[src/rtl/exc_ctrl.sv]
// Exception/interrupt controller: builds the cause word, captures EPC, and sequences flush, handler entry and ERET return.
// Accept to handler redirect takes FLUSH_CYCLES+1 cycles, ERET to return redirect takes 1; requests are ignored while flushing.
module exc_ctrl #(
  parameter logic [31:0] HANDLER_ADDR = 32'h0000_0080,
  parameter int unsigned FLUSH_CYCLES = 2
) (
  input  logic        clk,
  input  logic        reset,
  input  logic [31:0] pc_in,
  input  logic        in_delay_slot,
  input  logic        exc_adel,
  input  logic        exc_ri,
  input  logic        exc_ov,
  input  logic        exc_sys,
  input  logic        exc_ades,
  input  logic [5:0]  int_req,
  input  logic [5:0]  int_mask,
  input  logic        ie,
  input  logic        eret,
  output logic [31:0] reason,
  output logic        reason_we,
  output logic [31:0] epc,
  output logic        epc_we,
  output logic        exl,
  output logic        flush,
  output logic        redirect_valid,
  output logic [31:0] pc_redirect
);

  typedef enum logic [2:0] {
    IDLE     = 3'd0,
    FLUSH    = 3'd1,
    REDIRECT = 3'd2,
    HANDLER  = 3'd3,
    RETURN   = 3'd4
  } state_t;

  localparam logic [2:0] FLUSH_LAST = 3'(FLUSH_CYCLES - 1);

  state_t      state_q, state_d;
  logic [2:0]  cnt_q, cnt_d;
  logic [31:0] reason_q, reason_d;
  logic [31:0] epc_q, epc_d;
  logic        exl_q, exl_d;
  logic        reason_we_q, reason_we_d;
  logic        epc_we_q, epc_we_d;

  logic        sync_any;
  logic        int_pend;
  logic [4:0]  exc_code;
  logic [31:0] new_reason;

  assign sync_any = exc_adel | exc_ri | exc_ov | exc_sys | exc_ades;
  assign int_pend = (|(int_req & int_mask)) && ie && !exl_q;

  always_comb begin
    exc_code = 5'd0;
    if (exc_adel)      exc_code = 5'd4;
    else if (exc_ri)   exc_code = 5'd10;
    else if (exc_ov)   exc_code = 5'd12;
    else if (exc_sys)  exc_code = 5'd8;
    else if (exc_ades) exc_code = 5'd5;
  end

  assign new_reason = {in_delay_slot, 15'd0, int_req, 3'd0, exc_code, 2'd0};

  always_comb begin
    state_d     = state_q;
    cnt_d       = cnt_q;
    reason_d    = reason_q;
    epc_d       = epc_q;
    exl_d       = exl_q;
    reason_we_d = 1'b0;
    epc_we_d    = 1'b0;
    case (state_q)
      IDLE: begin
        if (sync_any || int_pend) begin
          state_d     = FLUSH;
          cnt_d       = 3'd0;
          reason_d    = new_reason;
          reason_we_d = 1'b1;
          epc_d       = in_delay_slot ? (pc_in - 32'd4) : pc_in;
          epc_we_d    = 1'b1;
        end
      end
      FLUSH: begin
        if (cnt_q == FLUSH_LAST) begin
          state_d = REDIRECT;
          cnt_d   = 3'd0;
        end else begin
          cnt_d = cnt_q + 3'd1;
        end
      end
      REDIRECT: begin
        exl_d   = 1'b1;
        state_d = HANDLER;
      end
      HANDLER: begin
        // Nested exceptions keep the original EPC so ERET returns to the first fault.
        if (sync_any) begin
          state_d     = FLUSH;
          cnt_d       = 3'd0;
          reason_d    = new_reason;
          reason_we_d = 1'b1;
        end else if (eret) begin
          state_d = RETURN;
        end
      end
      RETURN: begin
        exl_d   = 1'b0;
        state_d = IDLE;
      end
      default: state_d = IDLE;
    endcase
  end

  always_ff @(posedge clk) begin
    if (reset) begin
      state_q     <= IDLE;
      cnt_q       <= 3'd0;
      reason_q    <= 32'd0;
      epc_q       <= 32'd0;
      exl_q       <= 1'b0;
      reason_we_q <= 1'b0;
      epc_we_q    <= 1'b0;
    end else begin
      state_q     <= state_d;
      cnt_q       <= cnt_d;
      reason_q    <= reason_d;
      epc_q       <= epc_d;
      exl_q       <= exl_d;
      reason_we_q <= reason_we_d;
      epc_we_q    <= epc_we_d;
    end
  end

  assign reason         = reason_q;
  assign reason_we      = reason_we_q;
  assign epc            = epc_q;
  assign epc_we         = epc_we_q;
  assign exl            = exl_q;
  assign flush          = (state_q == FLUSH) || (state_q == REDIRECT) || (state_q == RETURN);
  assign redirect_valid = (state_q == REDIRECT) || (state_q == RETURN);
  assign pc_redirect    = (state_q == REDIRECT) ? HANDLER_ADDR :
                          (state_q == RETURN)   ? epc_q : 32'd0;

endmodule

[config.mk]
export PLATFORM = sky130hd
export DESIGN_NAME = exc_ctrl
export DESIGN_NICKNAME = d
export VERILOG_FILES = /design/src/rtl/exc_ctrl.sv
export SDC_FILE = /design/constraint.sdc
export NUM_CORES = 1
export LEC_CHECK = 0
export CAP_MARGIN = 10
export CORE_AREA = 2 2 86 105
export DETAILED_ROUTE_END_ITERATION = 16
export DIE_AREA = 0 0 88 107
export PLACE_DENSITY = 0.77
export SLEW_MARGIN = 40
export SYNTH_ARGS = -nofsm -noshare
export SYNTH_HDL_FRONTEND = slang
export SYNTH_SLANG_ARGS = --single-unit
[constraint.sdc]
create_clock -name clk -period 2.6 [get_ports clk]
set_input_delay 0.52 -clock clk [delete_from_list [all_inputs] [get_ports clk]]
set_output_delay 0.52 -clock clk [all_outputs]
set_load 0.02 [all_outputs]
==> flow_summary.yaml, run 1 <==
outcome:
  status: "complete, no violations"
placement:
  dp_hpwl_um: 6900
  port_buffers: 133
  gp_congestion: 0.846
  dpl_worst_slack_ns: 0.00417
die:
  num_rows: 37
  ioPinCount: 155
  start_util_pct: 39.2
  die_h_um: 107
  dieArea_um2: 9420
  core-area_um2: 8380
  die_width_um: 88
sta:
  min_period_ns: 2.52
  rsz0062_at_grt: "no"
  fmax_ghz: 0.397
  finalSetupTns_ns: 0
  worstMarginPinSlew_ns: 0.822
  fin_crit_sh_pct: 96.9
  hold_viol_final: 0
  slew_headroom_pct: 45.2
  skew_ns: 0.00926
  fin_ws_ns: 0.0798
  maxSlewViolCount: 0
  final-setup-viol-count: 0
clock_tree:
  cts_max_path_buffers: 2
  cts_buffers: 5
  tritoncts: "yes"
  clk_pin_slew_ns: 0.09
  h-tree-depth: 2
  cts.sinks: 52
  cts_setup_buffers: 0
  cts_root_buf: "clkbuf_8"
  clock_latency_ns: 0.30
final_layout:
  syn_to_final_growth_pct: 50.9
  nNetsFinal: 565
  drive_gt1_share_pct: 16.0
  final_cell_mix: "clkdlybuf4s50_1 (104), nor2_1 (56), dfxtp_1 (52)"
  multiInputGateArea_um2: 2050
  final-seq-area_um2: 1040
  n_fill_cell: 751
  antenna_cells: 0
  layout_commonest_cell: "clkdlybuf4s50_1"
grt:
  grt_pass1_wl_um: 13900
  grt_max_degree: 36
  antenna_found_initial: 0
  track_usage_pct: 18.2
  grt_pass1_vias: 3011
  overflow: 0
critical_path:
  worstSetupStartpointType: "flop"
  critPathMaxFanout: 4
  critPathCaptureType: "primary output"
  criticalPathCategory: "flop to primary output"
  r2r-start: "state_q[1]"
  reg2regPathDepth: 7
  arrival_ns: 2.00
  startpoint: "state_q[1]"
  required_ns: 2.08
pwr:
  switching_share_pct: 34.0
  vdd_drop_max_uv: 296
  clkPwrFrac_pct: 20.6
  cellPowerDensity_nw_per_um2: 466
  p_leak_nw: 2.31
  p_total_mw: 2.31
  seq_power_share_pct: 41.5
  p_sw_uw: 786
  combPwrFrac_pct: 37.9
  power.internal_mw: 1.52
routing:
  dr.pass1.iters: 4
  wirelength_um: 8770
  drt_iter0_markers: 70
  ant_nets: 0
  drc: 0
  dr_total_vias: 3075
  wl_per_cell_um: 14.0
  via_per_inst: 4.90
synth:
  synth-seq-cells: 52
  synth_edf_count: 0
  yosysTopAreaCellShare_pct: 31.7
  syn_area_um2: 3290
  netlist_top_cells_area: "dfxtp_1 (32%), a211oi_2 (9.1%), nor2_1 (6.5%)"
  seq_area_frac_synth_pct: 31.7
  postSynth.asyncResetShare_pct: 0
  synth_top_area_cell: "dfxtp_1"
  ys.flop_type: "dfxtp_1"
  syn_area_per_cell_um2: 8.90
  synth_cell_types: 62
  synthCells: 369
  yosysWarnings: 0
run:
  max_cap_violations: 0
worst_hold_path:
  holdPathStages: 2
  hold_class: "flop to flop"
  min_from: "reason[2]"
metrics by stage:
step	instances	util (%)	area (um2)	hold slack, ns
6_report	628	59.2	4960	0.500
3_5_place_dp	620	57.2	4800	0.488
4_1_cts	628	58.3	4890	0.504
2_1_floorplan	389	-	3360	0.464
3_3_place_gp	620	57.2	4800	0.473
5_1_grt	628	59.2	4960	0.524
worst max-delay path, cell delays in order (launching register included):
cell,delay [ns]
dfxtp_1,0.32
or2_2,0.33
nor2_2,0.17
buf_4,0.16
and2_1,0.12
clkdlybuf4s50_1,0.60
layer usage:
layer  track usage [%]  vias up  share of wire (%)
met4              3.74        0               0.72
met1              20.1     1427                 40
li1                  -     1532                  -
met3              4.54        8                7.1
met2              34.5      108                 52
met5                 0        -                  0
sequential cells by signal, indices dropped and copies added, names as in the netlist:
register,cells
exl,1
epc,32
cnt_q,3
reason,11
epc_we,1
state_q,3
reason_we,1
cell usage after synthesis (2+ instances only):
library cell  instances
a211oi_1              3
inv_1                 4
nor4b_2               2
nor2b_1               2
buf_6                 2
clkbuf_1             13
and2_1               32
o21ai_0               5
o22ai_1               2
a22o_1                3
buf_2                 5
nor4b_4               2
or2_2                 2
a311oi_2              2
a21oi_1              10
nor3_2                4
buf_4                21
nand4b_1              2
a311oi_1              2
a31oi_1               4
or3_1                 4
nor4_4                2
nor3_1               15
nand4_1               3
dfxtp_1              52
mux2i_1              10
a211oi_2             24
nor2_1               57
xor2_1                5
nand2b_1              4
o21ai_1               3
nor4_2                2
nand3_2               2
xnor2_1              21
nand3b_1              2
nand2_1              15
power by group through the flow:
stage | registers (mW) | clock network, mW | logic (mW)
after floorplan | 1.07 | 0 | 0.403
after global placement | 0.974 | 0 | 0.862
after detailed placement | 0.978 | 0 | 0.878
after CTS | 0.961 | 0.498 | 0.880
after global routing | 0.974 | 0.527 | 0.940
final | 0.959 | 0.476 | 0.875
layout make-up:
cell class / instances / area share [%]
Timing Repair Buffer: 155 / 32.5
Clock buffer: 8 / 1.82
Inverter: 4 / 0.303
Sequential cell: 52 / 21.0
Multi-Input combinational cell: 292 / 41.4
Tap cell: 117 / 2.95
what timing repair did:
action | 4_1_cts | 5_1_grt
endpoints found under the setup margin | 0 | 28
hold buffers | 0 | 0
resized for setup | 0 | 28
cell families after synthesis:
kind of cell	count (synthesis)	share of synthesized area [%]
mux	11	3.39
buf+inv	45	8.19
simple gates	165	30.2
fa+ha+maj	1	0.381
xor+xnor	26	6.93
compound gates	68	19.2
other cells	1	0.114
flops	52	31.7
final timing paths:
| check | end | slack (ns) |
|---|---|---|
| setup / recovery | pc_redirect[3] | 0.08 |
| hold / removal | reason[2] | 0.50 |
| setup reg to reg | reason[10] | 0.60 |
| hold reg to reg | reason[2] | 0.50 |
Note: power is estimated with default switching activity, not from simulation.
==> run 2, diff against run 1 <==
Settings changed: HOLD_SLACK_MARGIN from default to 0.15.
Clock period 2.6 ns to 3.05 ns, I/O delays scaled along.
==> flow_summary.yaml, run 2 (same netlist as run 1, synthesis figures left out) <==
critical_path:
  r2r-start: "state_q[1]"
  required_ns: 2.44
  r2r-end: "epc[8]"
  criticalPathCategory: "flop to primary output"
  r2r_setup_slack_ns: 0.91
  arrival_ns: 2.20
  reg2regPathDepth: 6
  critPathCaptureType: "primary output"
  worstSetupStartpointType: "flop"
  critPathMaxFanout: 17
routing:
  ant_nets: 0
  dr_total_vias: 2995
  wl_per_cell_um: 13.9
  drt_iter0_markers: 100
  dr.pass1.iters: 4
  drc: 0
  wirelength_um: 8510
  via_per_inst: 4.88
worst_hold_path:
  hold_end: "reason[2]"
  hold_class: "flop to flop"
  min_from: "reason[2]"
  holdPathStages: 2
die:
  core-area_um2: 8380
  dieArea_um2: 9420
  start_util_pct: 39.2
  die_width_um: 88
  die_h_um: 107
  num_rows: 37
  ioPinCount: 155
sta:
  finalSetupTns_ns: 0
  rsz0062_at_grt: "no"
  fin_crit_sh_pct: 92.1
  skew_ns: 0.00538
  fin_ws_ns: 0.240
  worstMarginPinSlew_ns: 0.550
  maxSlewViolCount: 0
  hold_viol_final: 0
  min_period_ns: 2.81
  final-setup-viol-count: 0
  slew_headroom_pct: 63.3
  whs_ns: 0.489
  fmax_ghz: 0.356
final_layout:
  antenna_cells: 0
  layout_commonest_cell: "clkdlybuf4s50_1"
  drive_gt1_share_pct: 14.1
  syn_to_final_growth_pct: 45.1
  largest_reg_flops: 32
  final-seq-area_um2: 1040
  multiInputGateArea_um2: 2050
  final_cell_mix: "clkdlybuf4s50_1 (132), nor2_1 (56), dfxtp_1 (52)"
  nNetsFinal: 551
  fin_util_pct: 56.9
  n_fill_cell: 775
clock_tree:
  cts.sinks: 52
  cts-resized-gates: 0
  h-tree-depth: 2
  cts_setup_buffers: 0
  cts_hold_buf: 0
  cts_max_path_buffers: 2
  tritoncts: "yes"
  cts_root_buf: "clkbuf_8"
  cts_buffers: 5
  clk_pin_slew_ns: 0.10
  clock_latency_ns: 0.30
placement:
  dpl_worst_slack_ns: 0.124
  dp_hpwl_um: 6660
  gp_congestion: 0.814
  port_buffers: 133
grt:
  grt_pass1_wl_um: 13700
  grt_pass1_vias: 2857
  grt_max_degree: 40
  overflow: 0
  antenna_found_initial: 0
  track_usage_pct: 18.1
pwr:
  cellPowerDensity_nw_per_um2: 424
  p_total_mw: 2.02
  p_leak_nw: 1.71
  vdd_drop_max_uv: 227
outcome:
  status: "complete, no violations"
run:
  max_cap_violations: 0
[run 2: changes by cell type in the layout (fill, tap and decap cells not counted), sizes merged]
cell	change
buf	-14
clkdlybuf4s50	+28
bufinv	+1
dlymetal6s2s	-28
clkinv	+1
clkinvlp	+1
clkbuf	-3
[run 2: metrics by stage]
stage,instance area [um2],cells
global placement,4650,606
finish,4770,614
floorplan,3360,389
CTS,4770,614
detailed placement,4650,606
global route,4770,614
[run 2: layer usage]
metal  global-route usage (%)  share of wire [%]
met3                     3.85                6.3
met4                     3.30               0.27
met2                     32.9                 51
met5                        0                  0
met1                     21.8                 42
[run 2: worst max-delay path, cell delays in order, from the launching register on]
cell and delay (ns):
dfxtp_1 0.44, or2_2 0.38, nor2_2 0.11, buf_4 0.20, and2_1 0.16, clkdlybuf4s50_1 0.60
[run 2: layout make-up]
cell class	count	area share, %
clock buffers	5	1.44
well taps	117	3.07
repair buffers	141	29.4
clock inverters	3	0.892
multi-input cells	292	43.1
flip-flops and latches	52	21.8
inverters	4	0.315
[run 2: worst max-delay path by stage]
stage / start / to / slack, ns / cells after the start
2_1_floorplan: exc_ri / epc[10] / 0.94 / 7
3_3_place_gp: exc_ri / epc[17] / 0.23 / 7
3_5_place_dp: exc_ri / epc[15] / 0.12 / 7
4_1_cts: state_q[1] / pc_redirect[29] / 0.23 / 5
5_1_grt: state_q[1] / pc_redirect[23] / 0.11 / 5
6_report: state_q[1] / pc_redirect[29] / 0.24 / 5
[run 2: power breakdown]
part / total (mW) / switching (mW) / internal, mW
clock network: 0.483 / 0.240 / 0.243
logic: 0.718 / 0.384 / 0.335
registers: 0.822 / 0.0610 / 0.761
total: 2.02 / 0.684 / 1.34
==> run 3, diff against run 2 <==
Settings changed: CORE_AREA 2 2 86 105 to 2 2 82 99, DIE_AREA 0 0 88 107 to 0 0 84 101, PLACE_DENSITY 0.77 to 0.85.
==> flow_summary.yaml, run 3 (same netlist as run 1, synthesis figures left out) <==
critical_path:
  cp_num_buf_inv: 2
  r2r-start: "state_q[1]"
  worstSetupStartpointType: "flop"
  crit_family: "buffers and inverters"
  worstPathCellList: "or2_2 -> nor2_2 -> buf_4 -> and2_1 -> clkdlybuf4s50_1"
  slowest_delay_ns: 0.62
  arrival_ns: 2.27
  r2r-end: "epc[3]"
  critPathMaxFanout: 31
  reg2regPathDepth: 6
  criticalPathCategory: "flop to primary output"
  critPathCaptureType: "primary output"
  required_ns: 2.44
  r2r_setup_slack_ns: 0.86
  critPathSlowestCell: "clkdlybuf4s50_1"
worst_hold_path:
  hold_end: "reason[4]"
  holdPathStages: 2
  hold_class: "flop to flop"
  min_from: "reason[4]"
pwr:
  cellPowerDensity_nw_per_um2: 413
  power.internal_mw: 1.27
  vdd_drop_max_uv: 276
  seq_power_share_pct: 42.3
  p_sw_uw: 672
  switching_share_pct: 34.6
  clkPwrFrac_pct: 21.1
  combPwrFrac_pct: 36.7
  p_leak_nw: 1.70
sta:
  maxSlewViolCount: 0
  final-setup-viol-count: 0
  fin_ws_ns: 0.170
  worstMarginPinSlew_ns: 0.816
  fmax_ghz: 0.347
  rsz0062_at_grt: "no"
  finalSetupTns_ns: 0
  min_period_ns: 2.88
  skew_ns: 0.00503
  hold_viol_final: 0
  slew_headroom_pct: 45.6
  fin_crit_sh_pct: 94.4
final_layout:
  antenna_cells: 0
  syn_to_final_growth_pct: 43.3
  nNetsFinal: 550
  final_cells: 588
  largest_reg_flops: 32
  n_fill_cell: 661
  drive_gt1_share_pct: 13.9
  final_cell_mix: "clkdlybuf4s50_1 (132), nor2_1 (56), dfxtp_1 (52)"
  layout_commonest_cell: "clkdlybuf4s50_1"
grt:
  grt_pass1_wl_um: 13800
  antenna_found_initial: 0
  track_usage_pct: 19.9
  grt_max_degree: 46
  overflow: 0
  grt_pass1_vias: 2962
die:
  core-area_um2: 7580
  start_util_pct: 43.4
  dieArea_um2: 8480
  ioPinCount: 155
  die_width_um: 84
  num_rows: 35
  die_h_um: 101
routing:
  dr.pass1.iters: 4
  wl_per_cell_um: 14.6
  via_per_inst: 5.20
  ant_nets: 0
  drt_iter0_markers: 156
  wirelength_um: 8590
  dr_total_vias: 3058
  drc: 0
clock_tree:
  h-tree-depth: 2
  cts_setup_buffers: 0
  cts.sinks: 52
  clk_pin_slew_ns: 0.09
  tritoncts: "yes"
  clock_latency_ns: 0.30
  cts_hold_buf: 0
  cts_root_buf: "clkbuf_8"
  cts_max_path_buffers: 2
  cts_buffers: 5
  cts-resized-gates: 0
run:
  max_cap_violations: 0
placement:
  gp_congestion: 0.895
  port_buffers: 133
  dp_hpwl_um: 6680
  post-place-cells: 580
  dpl_worst_slack_ns: 0.185
outcome:
  status: "complete, no violations"
==> run 3: changes by cell type in the layout (fill, tap and decap cells not counted), sizes merged <==
cell      before  now
buf            9    8
clkinvlp       1    0
bufinv         1    0
clkinv         1    2
clkbuf         5    6
==> run 3: metal layers <==
| layer | GRT usage (%) | vias to the layer above | routed length, um | part of all wire, % |
|---|---|---|---|---|
| li1 | - | 1506 | - | - |
| met1 | 22.8 | 1434 | 3440 | 40 |
| met2 | 37.5 | 102 | 4580 | 53 |
| met3 | 2.95 | 16 | 369 | 4.3 |
| met4 | 7.20 | 0 | 198 | 2.3 |
| met5 | 0 | - | 0 | 0 |
==> run 3: worst max-delay path by stage <==
stage | cells after the start | endpoint | slack, ns | from
final | 5 | pc_redirect[31] | 0.17 | state_q[1]
after global placement | 7 | reason[31] | 0.27 | exc_ri
after floorplan | 7 | epc[10] | 0.94 | exc_ri
after detailed placement | 7 | reason[15] | 0.18 | exc_ri
after global routing | 5 | pc_redirect[3] | 0.02 | state_q[1]
after CTS | 5 | pc_redirect[4] | 0.16 | state_q[1]
==> run 3: cell type report <==
cell class,count,area (um2),share of cell area (%)
Clock inverter,2,10.0,0.213
Sequential cell,52,1040,22.1
Clock buffer,6,82.6,1.75
Tap cell,92,115,2.44
Inverter,4,15.0,0.319
Multi-Input combinational cell,292,2050,43.6
Timing Repair Buffer,140,1390,29.6
==> run 3: stage by stage <==
step	total power, mW	util, %	instance area, um2	hold slack, ns
finish	1.94	62.1	4710	0.501
global route	2.05	62.1	4710	0.510
CTS	1.96	62.1	4710	0.502
detailed placement	1.56	60.9	4620	0.483
global placement	1.53	60.9	4620	0.469
floorplan	1.26	-	3360	0.464
==> run 3: power by group through the flow <==
| stage | registers [mW] | clock network [mW] | logic (mW) |
|---|---|---|---|
| 4_1_cts | 0.823 | 0.419 | 0.719 |
| 2_1_floorplan | 0.916 | 0 | 0.344 |
| 3_5_place_dp | 0.838 | 0 | 0.717 |
| 5_1_grt | 0.835 | 0.449 | 0.766 |
| 3_3_place_gp | 0.834 | 0 | 0.699 |
| 6_report | 0.822 | 0.409 | 0.713 |
==> run 3: worst min-delay path, cell delays in order (launching register included) <==
cell and delay, ns:
dfxtp_1 0.32, nand2b_1 0.06, o22ai_1 0.07
==> RTL change, RTL diff (settings of run 2) <==
Make the reset (`reset`) asynchronous in one clocked block.
--- a/src/rtl/exc_ctrl.sv
+++ b/src/rtl/exc_ctrl.sv
@@ -114,7 +114,7 @@
     endcase
   end
 
-  always_ff @(posedge clk) begin
+  always_ff @(posedge clk or posedge reset) begin
     if (reset) begin
       state_q     <= IDLE;
       cnt_q       <= 3'd0;
Formal check against the unedited RTL: differs if reset is asserted again (counterexample within 4 cycles, from zero or initial values and one cycle with reset high); with reset held inactive, the same outputs for 10 cycles.
==> RTL change against run 2 <==
Synthesized area shrank 6.7%; global-route usage is 0.94 points higher; final cell count decreased by 3.1%; hold slack gained 0.028 ns; setup slack worse by 0.00074 ns; via count down 0.47%; routed wire length rose by 4.1%; sequential cell count did not move; cell area down 2.3%.
Power is not compared: it rests on default switching activity, and its combinational part moved more than twofold at a synthesized area within 25%.
==> RTL change: results (changes against run 2) <==
| Metric | Value |
|---|---|
| Worst R2R Setup Slack | 0.95 ns (+0.04 ns) |
| CTS root buf | clkbuf_8 |
| CTS buffer count | 5 (unchanged) |
| IO Port Bufs | 133 (unchanged) |
| Hold EP | reason[4]$_DFFE_PP0P_ |
| Hold WS | 0.516 ns (+0.0275 ns) |
| Max reg flops | 32 (unchanged) |
| Ant. Diodes | 0 (unchanged) |
| Sequential share of the synthesized area | 42.4% (+11 points) |
| Cells on Worst Hold Path | 1 (-1) |
| Status | finished, final reports clean |
| Reg2Reg Depth | 6 (unchanged) |
| Origin of the worst setup path | state_q[1]$_DFFE_PP0P_ |
| Final HPWL DP | 7030 microns (+5.4%) |
| Global placement routability congestion | 0.829 (+1.8%) |
| H-tree Lvls | 2 (unchanged) |
| Starting DRT DRC Count | 105 (+5.0%) |
| Pre-CTS WS | 0.124 ns (-0.000298 ns) |
| Clock skew | 0.00987 ns (+0.00449 ns) |
| Clock Tree Buf Depth | 2 (unchanged) |
| Hold path start | reason[4]$_DFFE_PP0P_ |
| Yosys warns | 0 (unchanged) |
| Netlist cell types | 47 (-24%) |
| Global-route wire length before repair | 14200 microns (+3.1%) |
| Layout fillers | 765 (-1.3%) |
| Final ANT Viol Nets | 0 (unchanged) |
| Largest vdd supply drop | 0.340 mV |
| CP Max Fanout | 15 (-2) |
| Post-CTS setup repair buffer count | 0 (unchanged) |
| Synth top area cells | dfrtp_1 42%, and3_1 6.3%, mux2_2 5.5% |
| Largest net degree at the start of global routing | 31 (-23%) |
| Share of cells above drive strength 1 | 11.3% (-2.8 points) |
| GRT Overall Usage | 19.1% (+0.94 points) |
| Min-delay worst type | flip-flop to flip-flop |
| Pre-Repair DR Iteration Count | 4 (unchanged) |
| R2r endpoint | epc[5]$_DFFE_PP0P_ |
| FF-to-FF Start | state_q[2]$_DFFE_PP0P_ |
| Vias | 2981 (-0.47%) |
| Ys async rst share | 100% (+100 points) |
| Drt total wl | 8860 microns (+4.1%) |
| Top cells by count, synth | 52 x dfrtp_1, 40 x nor2_1, 31 x a21oi_1, 31 x and3_1, 21 x buf_4 |
| Fin nets | 532 (-3.4%) |
-- RTL change: changes by cell type after synthesis, moves of 14 or more --
cell / run 2 / this run
and3_1: 0 / 31
nor2_1: 57 / 40
dfrtp_1: 0 / 52
dfxtp_1: 52 / 0
and2_1: 32 / 0
mux2_2: 1 / 15
a211oi_2: 24 / 0
a21oi_1: 10 / 31
-- RTL change: metal layers --
| layer | share of wire [%] | global-route usage, % |
|---|---|---|
| met4 | 2.2 | 6.15 |
| met5 | 0 | 0 |
| met1 | 40 | 22.3 |
| met2 | 54 | 34.7 |
| met3 | 4.3 | 3.31 |
-- RTL change: worst max path at each step --
stage,end,slack [ns],depth (start not counted)
global placement,epc[31]$_DFFE_PP0P_,0.18,6
CTS,pc_redirect[4],0.08,3
finish,pc_redirect[26],0.24,4
detailed placement,epc[15]$_DFFE_PP0P_,0.12,6
global route,pc_redirect[22],0.12,4
floorplan,epc[28]$_DFFE_PP0P_,0.52,8
-- RTL change: worst max-delay path: stages, from the launching register on --
cell and delay (ns):
dfrtp_1 0.55, nor2_4 0.30, buf_4 0.26, and3_1 0.17
clkdlybuf4s50_1 0.61
-- RTL change: kinds of logic after synthesis --
logic type,Yosys count,share of synthesized area [%]
other,1,0.122
adders and majority gates,1,0.408
DFF,52,42.4
and+or+nand+nor,134,24.0
muxes,15,5.51
AOI/OAI and AO/OA,59,11.4
buffers and inverters,49,8.69
xor gates and xnor gates,26,7.43
-- RTL change: final cells by class --
type                       instances  share of cell area (%)
multi-input combinational        256                    34.0
clock buffer                       5                    1.48
timing repair buffer             152                    31.6
sequential                        52                    28.0
inverter                          10                   0.806
tap                              117                    3.14
clock inverter                     3                    1.02
-- RTL change: power by group through the flow --
stage	combinational (uW)	clock [uW]	sequential [uW]
finish	2030	495	1280
global route	2170	538	1330
CTS	2050	501	1280
detailed placement	2040	0	1290
global placement	1990	0	1270
floorplan	797	0	1560
-- RTL change: metrics by stage --
step | util [%] | area, sq um | std cells
after detailed placement | 54.1 | 4540 | 587
final | 55.6 | 4660 | 595
after CTS | 55.5 | 4650 | 595
after global placement | 54.1 | 4540 | 587
after global routing | 55.6 | 4660 | 595
after floorplan | - | 3140 | 357
